### src/rtl/simon_autoplayer_if.sv
// ============================================================================
// Module      : simon_autoplayer_if
// Description : Pad-side bundle between the Simon game and its autoplayer.
// Revision    : 1.0 - initial release
// ============================================================================
`default_nettype none

interface simon_autoplayer_if;
    logic       en;
    logic [3:0] colour_led;
    logic [1:0] state_dbg;
    logic       mistake;
    logic [3:0] button;
    logic       busy;
    logic [4:0] seq_count;
    logic       replay_done;
    logic       overflow;
    logic       bad_colour;

    // master is the autoplayer; slave is the game/bench side
    modport master (
        input  en, colour_led, state_dbg, mistake,
        output button, busy, seq_count, replay_done, overflow, bad_colour
    );

    modport slave (
        output en, colour_led, state_dbg, mistake,
        input  button, busy, seq_count, replay_done, overflow, bad_colour
    );
endinterface

`default_nettype wire

### src/rtl/simon_autoplayer.sv
// ============================================================================
// Module      : simon_autoplayer
// Description : Records the colours a Simon game displays and replays them
//               as timed one-hot button presses, optionally corrupting the last.
// Revision    : 1.0 - initial release
// ============================================================================
`default_nettype none

module simon_autoplayer #(
    parameter int PRESS_CYCLES = 4,
    parameter int GAP_CYCLES   = 4
) (
    input  logic               clk,
    input  logic               rst,
    simon_autoplayer_if.master pad
);

    localparam logic [2:0] c_IDLE    = 3'd0;
    localparam logic [2:0] c_CAPTURE = 3'd1;
    localparam logic [2:0] c_PRESS   = 3'd2;
    localparam logic [2:0] c_GAP     = 3'd3;
    localparam logic [2:0] c_DONE    = 3'd4;

    localparam logic [1:0] c_DBG_DISPLAY = 2'b01;
    localparam logic [1:0] c_DBG_WAIT    = 2'b10;

    localparam int c_TMR_MAX = (PRESS_CYCLES > GAP_CYCLES) ? PRESS_CYCLES : GAP_CYCLES;
    localparam int c_TMR_W   = $clog2(c_TMR_MAX + 1);

    localparam logic [c_TMR_W-1:0] c_PRESS_LAST = c_TMR_W'(PRESS_CYCLES - 1);
    localparam logic [c_TMR_W-1:0] c_GAP_LAST   = c_TMR_W'(GAP_CYCLES - 1);
    localparam logic [c_TMR_W-1:0] c_TMR_ZERO   = '0;
    localparam logic [c_TMR_W-1:0] c_TMR_ONE    = c_TMR_W'(1);

    logic [2:0]         r_state;
    logic [3:0]         r_prev_led;
    logic [1:0]         r_buf [16];
    logic [4:0]         r_count;
    logic [3:0]         r_idx;
    logic [c_TMR_W-1:0] r_timer;
    logic               r_mistake;
    logic               r_overflow;
    logic               r_bad_colour;
    logic [3:0]         r_button;
    logic               r_replay_done;

    logic [2:0]         w_state_nxt;
    logic [4:0]         w_count_nxt;
    logic [3:0]         w_idx_nxt;
    logic [c_TMR_W-1:0] w_timer_nxt;
    logic               w_mistake_nxt;
    logic               w_overflow_nxt;
    logic               w_bad_nxt;
    logic               w_wr_en;
    logic [3:0]         w_wr_addr;
    logic [1:0]         w_rd_code;
    logic [1:0]         w_press_code;
    logic               w_last_nxt;
    logic [3:0]         w_button_nxt;

    logic w_onehot;
    logic w_multi;
    logic w_new;
    logic w_last;
    logic w_dbg_wait;

    function automatic logic [1:0] f_encode(input logic [3:0] v);
        logic [1:0] code;
        code = 2'd0;
        case (v)
            4'b0010: code = 2'd1;
            4'b0100: code = 2'd2;
            4'b1000: code = 2'd3;
            default: code = 2'd0;
        endcase
        return code;
    endfunction

    // A held colour never re-triggers; a repeat needs a blank sample in between
    assign w_onehot   = (pad.colour_led != 4'b0000) &&
                        ((pad.colour_led & (pad.colour_led - 4'd1)) == 4'b0000);
    assign w_multi    = (pad.colour_led != 4'b0000) && !w_onehot;
    assign w_new      = w_onehot && (pad.colour_led != r_prev_led);
    assign w_last     = ({1'b0, r_idx} == (r_count - 5'd1));
    assign w_dbg_wait = (pad.state_dbg == c_DBG_WAIT);

    always_comb begin
        w_state_nxt    = r_state;
        w_count_nxt    = r_count;
        w_idx_nxt      = r_idx;
        w_timer_nxt    = r_timer;
        w_mistake_nxt  = r_mistake;
        w_overflow_nxt = r_overflow;
        w_bad_nxt      = r_bad_colour;
        w_wr_en        = 1'b0;
        w_wr_addr      = r_count[3:0];

        if (!pad.en) begin
            w_state_nxt = c_IDLE;
        end else begin
            case (r_state)
                c_IDLE: begin
                    if (pad.state_dbg == c_DBG_DISPLAY) begin
                        w_state_nxt    = c_CAPTURE;
                        w_count_nxt    = 5'd0;
                        w_overflow_nxt = 1'b0;
                        w_bad_nxt      = w_multi;
                        if (w_new) begin
                            w_wr_en     = 1'b1;
                            w_wr_addr   = 4'd0;
                            w_count_nxt = 5'd1;
                        end
                    end else if (w_multi) begin
                        w_bad_nxt = 1'b1;
                    end
                end
                c_CAPTURE: begin
                    if (w_multi) begin
                        w_bad_nxt = 1'b1;
                    end
                    if (w_new) begin
                        if (r_count == 5'd16) begin
                            w_overflow_nxt = 1'b1;
                        end else begin
                            w_wr_en     = 1'b1;
                            w_count_nxt = r_count + 5'd1;
                        end
                    end
                    if (w_dbg_wait) begin
                        if (r_count != 5'd0) begin
                            w_state_nxt   = c_PRESS;
                            w_idx_nxt     = 4'd0;
                            w_timer_nxt   = c_TMR_ZERO;
                            w_mistake_nxt = pad.mistake;
                        end else begin
                            w_state_nxt = c_DONE;
                        end
                    end
                end
                c_PRESS: begin
                    if (!w_dbg_wait) begin
                        w_state_nxt = c_IDLE;
                    end else if (r_timer == c_PRESS_LAST) begin
                        w_state_nxt = c_GAP;
                        w_timer_nxt = c_TMR_ZERO;
                    end else begin
                        w_timer_nxt = r_timer + c_TMR_ONE;
                    end
                end
                c_GAP: begin
                    if (!w_dbg_wait) begin
                        w_state_nxt = c_IDLE;
                    end else if (r_timer == c_GAP_LAST) begin
                        w_timer_nxt = c_TMR_ZERO;
                        if (w_last) begin
                            w_state_nxt = c_DONE;
                        end else begin
                            w_idx_nxt   = r_idx + 4'd1;
                            w_state_nxt = c_PRESS;
                        end
                    end else begin
                        w_timer_nxt = r_timer + c_TMR_ONE;
                    end
                end
                c_DONE: begin
                    if (!w_dbg_wait) begin
                        w_state_nxt = c_IDLE;
                    end
                end
                default: begin
                    w_state_nxt = c_IDLE;
                end
            endcase
        end
    end

    // Button is registered from next-state so it is valid the cycle after the decision
    always_comb begin
        w_rd_code    = r_buf[w_idx_nxt];
        w_last_nxt   = ({1'b0, w_idx_nxt} == (w_count_nxt - 5'd1));
        w_press_code = (w_mistake_nxt && w_last_nxt) ? (w_rd_code + 2'd1) : w_rd_code;
        w_button_nxt = (w_state_nxt == c_PRESS) ? (4'b0001 << w_press_code) : 4'b0000;
    end

    always_ff @(posedge clk or posedge rst) begin
        if (rst) begin
            r_state       <= c_IDLE;
            r_prev_led    <= 4'b0000;
            r_count       <= 5'd0;
            r_idx         <= 4'd0;
            r_timer       <= c_TMR_ZERO;
            r_mistake     <= 1'b0;
            r_overflow    <= 1'b0;
            r_bad_colour  <= 1'b0;
            r_button      <= 4'b0000;
            r_replay_done <= 1'b0;
            for (int i = 0; i < 16; i++) begin
                r_buf[i] <= 2'd0;
            end
        end else begin
            r_state       <= w_state_nxt;
            r_prev_led    <= pad.colour_led;
            r_count       <= w_count_nxt;
            r_idx         <= w_idx_nxt;
            r_timer       <= w_timer_nxt;
            r_mistake     <= w_mistake_nxt;
            r_overflow    <= w_overflow_nxt;
            r_bad_colour  <= w_bad_nxt;
            r_button      <= w_button_nxt;
            r_replay_done <= (w_state_nxt == c_DONE) && (r_state != c_DONE);
            if (w_wr_en) begin
                r_buf[w_wr_addr] <= f_encode(pad.colour_led);
            end
        end
    end

    assign pad.button      = r_button;
    assign pad.busy        = (r_state == c_CAPTURE) || (r_state == c_PRESS) || (r_state == c_GAP);
    assign pad.seq_count   = r_count;
    assign pad.replay_done = r_replay_done;
    assign pad.overflow    = r_overflow;
    assign pad.bad_colour  = r_bad_colour;

endmodule

`default_nettype wire

### src/flat_wrapper.sv
// flat-port wrapper written by rule: the top's interface ports become plain ports
module simon_autoplayer_flat 
#(
    parameter int PRESS_CYCLES = 4,
    parameter int GAP_CYCLES   = 4
)
  (clk, rst, pad_en, pad_colour_led, pad_state_dbg, pad_mistake, pad_button, pad_busy, pad_seq_count, pad_replay_done, pad_overflow, pad_bad_colour);
  simon_autoplayer_if pad_i ();
  input  logic clk;
  input  logic rst;
  input wire logic [$bits(pad_i.en)-1:0] pad_en;
  input wire logic [$bits(pad_i.colour_led)-1:0] pad_colour_led;
  input wire logic [$bits(pad_i.state_dbg)-1:0] pad_state_dbg;
  input wire logic [$bits(pad_i.mistake)-1:0] pad_mistake;
  output wire logic [$bits(pad_i.button)-1:0] pad_button;
  output wire logic [$bits(pad_i.busy)-1:0] pad_busy;
  output wire logic [$bits(pad_i.seq_count)-1:0] pad_seq_count;
  output wire logic [$bits(pad_i.replay_done)-1:0] pad_replay_done;
  output wire logic [$bits(pad_i.overflow)-1:0] pad_overflow;
  output wire logic [$bits(pad_i.bad_colour)-1:0] pad_bad_colour;
  assign pad_i.en = pad_en;
  assign pad_i.colour_led = pad_colour_led;
  assign pad_i.state_dbg = pad_state_dbg;
  assign pad_i.mistake = pad_mistake;
  assign pad_button = pad_i.button;
  assign pad_busy = pad_i.busy;
  assign pad_seq_count = pad_i.seq_count;
  assign pad_replay_done = pad_i.replay_done;
  assign pad_overflow = pad_i.overflow;
  assign pad_bad_colour = pad_i.bad_colour;
  simon_autoplayer #(.PRESS_CYCLES(PRESS_CYCLES), .GAP_CYCLES(GAP_CYCLES)) u_core (.clk(clk), .rst(rst), .pad(pad_i));
endmodule
### config.mk
export PLATFORM = sky130hd
export DESIGN_NAME = simon_autoplayer_flat
export DESIGN_NICKNAME = d
export VERILOG_FILES = /design/src/rtl/simon_autoplayer_if.sv /design/src/rtl/simon_autoplayer.sv /design/src/flat_wrapper.sv
export SDC_FILE = /design/constraint.sdc
export NUM_CORES = 1
export LEC_CHECK = 0
export CAP_MARGIN = 20
export CORE_MARGIN = 3
export CORE_UTILIZATION = 35
export DETAILED_ROUTE_END_ITERATION = 10
export PLACE_DENSITY_LB_ADDON = 0.05
export REMOVE_ABC_BUFFERS = 1
export SLEW_MARGIN = 20
export SYNTH_ARGS = -nofsm -noshare
export SYNTH_HDL_FRONTEND = slang
export SYNTH_SLANG_ARGS = --single-unit
### constraint.sdc
create_clock -name clk -period 4.2 [get_ports clk]
set_input_delay 0.84 -clock clk [delete_from_list [all_inputs] [get_ports clk]]
set_output_delay 0.84 -clock clk [all_outputs]
set_load 0.02 [all_outputs]
==> results of run 1 <==
==> where the power goes <==
part | switching (mW) | total [mW] | internal (mW)
registers | 0.0208 | 0.617 | 0.596
clock network | 0.251 | 0.663 | 0.411
logic | 0.193 | 0.346 | 0.153
==> routing by layer <==
| layer | track usage, % | up-vias | routed length, µm |
|---|---|---|---|
| met3 | 3.24 | 16 | 291 |
| li1 | - | 1424 | - |
| met1 | 25.6 | 1411 | 4760 |
| met5 | 0 | - | 0 |
| met4 | 5.75 | 0 | 165 |
| met2 | 26.0 | 48 | 4080 |
==> worst max-delay path: stages <==
cell	delay, ns
clkdlybuf4s50_1	0.47
or4b_2	0.70
and2_4	0.18
a211oi_2	0.27
a41oi_1	0.16
a31o_1	0.25
xnor2_1	0.21
mux2_1	0.38
a211oi_1	0.37
nor3_1	0.12
o211a_1	0.22
==> registers in the layout (all words and copies together) (netlist names) <==
name                    cells
u_core.r_idx                4
u_core.r_state              3
u_core.r_buf               32
u_core.r_timer              3
u_core.r_mistake            1
u_core.pad.overflow         1
u_core.r_prev_led           4
u_core.pad.button           4
u_core.pad.replay_done      1
u_core.pad.bad_colour       1
u_core.pad.seq_count        5
==> area by class of cell <==
type                    instances  area [µm²]
fillers                       950        5460
multi-input cells             265        1930
flip-flops and latches         59        1480
repair buffers                 59         498
well taps                     133         166
clock buffers                  10         138
clock inverters                 6         113
inverters                      21        78.8
==> Yosys cell counts (3+ instances only) <==
| library cell | count |
|---|---|
| nand3_1 | 14 |
| clkbuf_1 | 9 |
| buf_2 | 7 |
| o211a_1 | 5 |
| a21oi_1 | 4 |
| and3_1 | 3 |
| o21ai_0 | 17 |
| nand3b_1 | 3 |
| o22ai_1 | 5 |
| dfrtp_1 | 59 |
| nand2_1 | 24 |
| mux2i_1 | 12 |
| ha_1 | 6 |
| xnor2_1 | 16 |
| and4_1 | 3 |
| a31oi_1 | 7 |
| a211o_1 | 4 |
| mux2_2 | 28 |
| nand4_1 | 4 |
| nor2b_1 | 6 |
| nor3_1 | 7 |
| nand2b_1 | 4 |
| inv_1 | 21 |
| and2_1 | 3 |
| nor2_1 | 28 |
| nor4b_1 | 3 |
| a211oi_1 | 8 |
| nor3b_1 | 4 |
==> worst max path at each step <==
stage	start	end	slack [ns]
floorplan	u_core.pad.seq_count[0]	u_core.pad.button[3]	0.59
global placement	pad_colour_led[1]	u_core.pad.button[3]	-0.03
detailed placement	pad_colour_led[1]	u_core.pad.button[3]	-0.04
CTS	pad_colour_led[1]	u_core.pad.button[3]	0.29
global route	pad_colour_led[1]	u_core.pad.button[2]	0.1
finish	pad_colour_led[1]	u_core.pad.button[3]	0.29
==> logic make-up (layout without fill, tap and decap cells) <==
family,after synthesis,after routing,synth area share [%]
fa+ha+maj,7,7,2.37
xor+xnor,17,17,4.15
compound gates,78,78,15.8
mux,42,42,12.9
simple gates,121,121,18.7
buf+inv,40,96,4.95
flops,59,59,41.1
==> stage by stage <==
stage / util [%] / std cells / area, µm² / total power [mW] / setup WS (ns)
5_1_grt: 44.6 / 553 / 4400 / 1.71 / 0.0987
2_1_floorplan: - / 345 / 3490 / 0.840 / 0.590
4_1_cts: 44.6 / 553 / 4400 / 1.64 / 0.292
3_3_place_gp: 42.1 / 537 / 4150 / 0.971 / -0.0260
3_5_place_dp: 42.1 / 537 / 4150 / 0.972 / -0.0371
6_report: 44.6 / 553 / 4400 / 1.63 / 0.286
==> metrics.yaml, run 1 <==
period_share_pct: 93.2
powerDensity_nw_per_um2: 369
finClkSkew_ns: 0.0108
cts_buffers: 9
final_common_cell: "dfrtp_1"
cts_hold_buf: 0
setup-violations-final: 0
start_util_pct: 36.4
nets: 431
htreeDepth: 3
worstMarginPinSlew_ns: 0.698
end_kind: "register"
vias: 2899
antenna_left: 0
ctsRootBufferMaster: "clkbuf_8"
status: "complete, no violations"
slew_headroom_pct: 53.4
reg2reg_to: "u_core.pad.button[3]"
synth_cell_type_count: 68
min_from: "u_core.r_buf[27]"
antennaDiodeCount: 0
die-area_um2: 11500
hold_path_class: "register to register"
drt-initial-drc-count: 106
rsz0062_at_grt: "false"
grt_remaining_overflow: 0
yosys.area.top_type: "dfrtp_1"
portBuffers: 22
finalWeightedCongestion: 0.776
die_y_um: 107
core_um2: 9860
grt_pass1_wl_um: 15400
numClockSinks: 59
r2r_slack_ns: 0.52
reg2reg_from: "u_core.pad.seq_count[2]"
async_flop_share_pct: 100
grtUsageTotal_pct: 17.5
route.detailed.wl_per_inst_um: 16.8
power.leakage_nw: 2.05
area_growth_pct: 22.7
worstPathArrival_ns: 4.16
ir_drop_v: 0.000153
hold_slack_ns: 0.494
final_cell_mix: "dfrtp_1 (59), buf_4 (37), nor2_1 (28), mux2_2 (28), nand2_1 (24)"
synth-main-ff-cell: "dfrtp_1"
drcViolationCount: 0
slew_violations: 0
worst_ep_required_time_ns: 4.45
vias_per_cell: 5.24
antenna_found_initial: 0
cts_resized: 0
synth_area_um2: 3590
first_pass_iters: 4
synth_seq_area_share_pct: 41.1
worst-path-max-fanout: 5
avgSynthCellArea_um2: 9.86
yosys-top-cells-area: "dfrtp_1 (41%), mux2_2 (8.8%), xnor2_1 (3.9%)"
rows: 36
path_clk_slew_ns: 0.08
cap_viol_max_count: 0
synth-edff-count: 0
grt_pass1_vias: 2928
drt-total-wl_um: 9290
synthCells: 364
synth_top_area_share_pct: 41.1
start_kind: "primary input"
hold_viol_final: 0
hold_path_end: "u_core.r_buf[27]"
cts_buffer_depth: 2
period_minus_slack_ns: 3.91
clock_latency_ns: 0.36
crit_type: "primary input to register"
post_cts_buffers: 0
cts_tree: "yes"
fin_tns_setup_ns: 0
r2r_cells: 10
die_w_um: 107
max_freq_mhz: 256
synth_seq_cells: 59
drive_gt1_share_pct: 22.9
io_pins: 23
hold_depth: 2
grt_max_degree: 31
yosysWarnings: 0
hpwl_um: 6910
Power figures use the tool's default switching activity.
==> run 2, diff against run 1 <==
ABC_CLOCK_PERIOD_IN_PS = 4200   (was default)
TNS_END_PERCENT = 100   (was default)
==> results of run 2 <==
No change in the layout: final DEF, timing and power equal those of run 1.
==> run 3, diff against run 2 <==
CTS_BUF_LIST = sky130_fd_sc_hd__clkbuf_8   (was default)
==> results of run 3 <==
No change in the layout: final DEF, timing and power equal those of run 1.
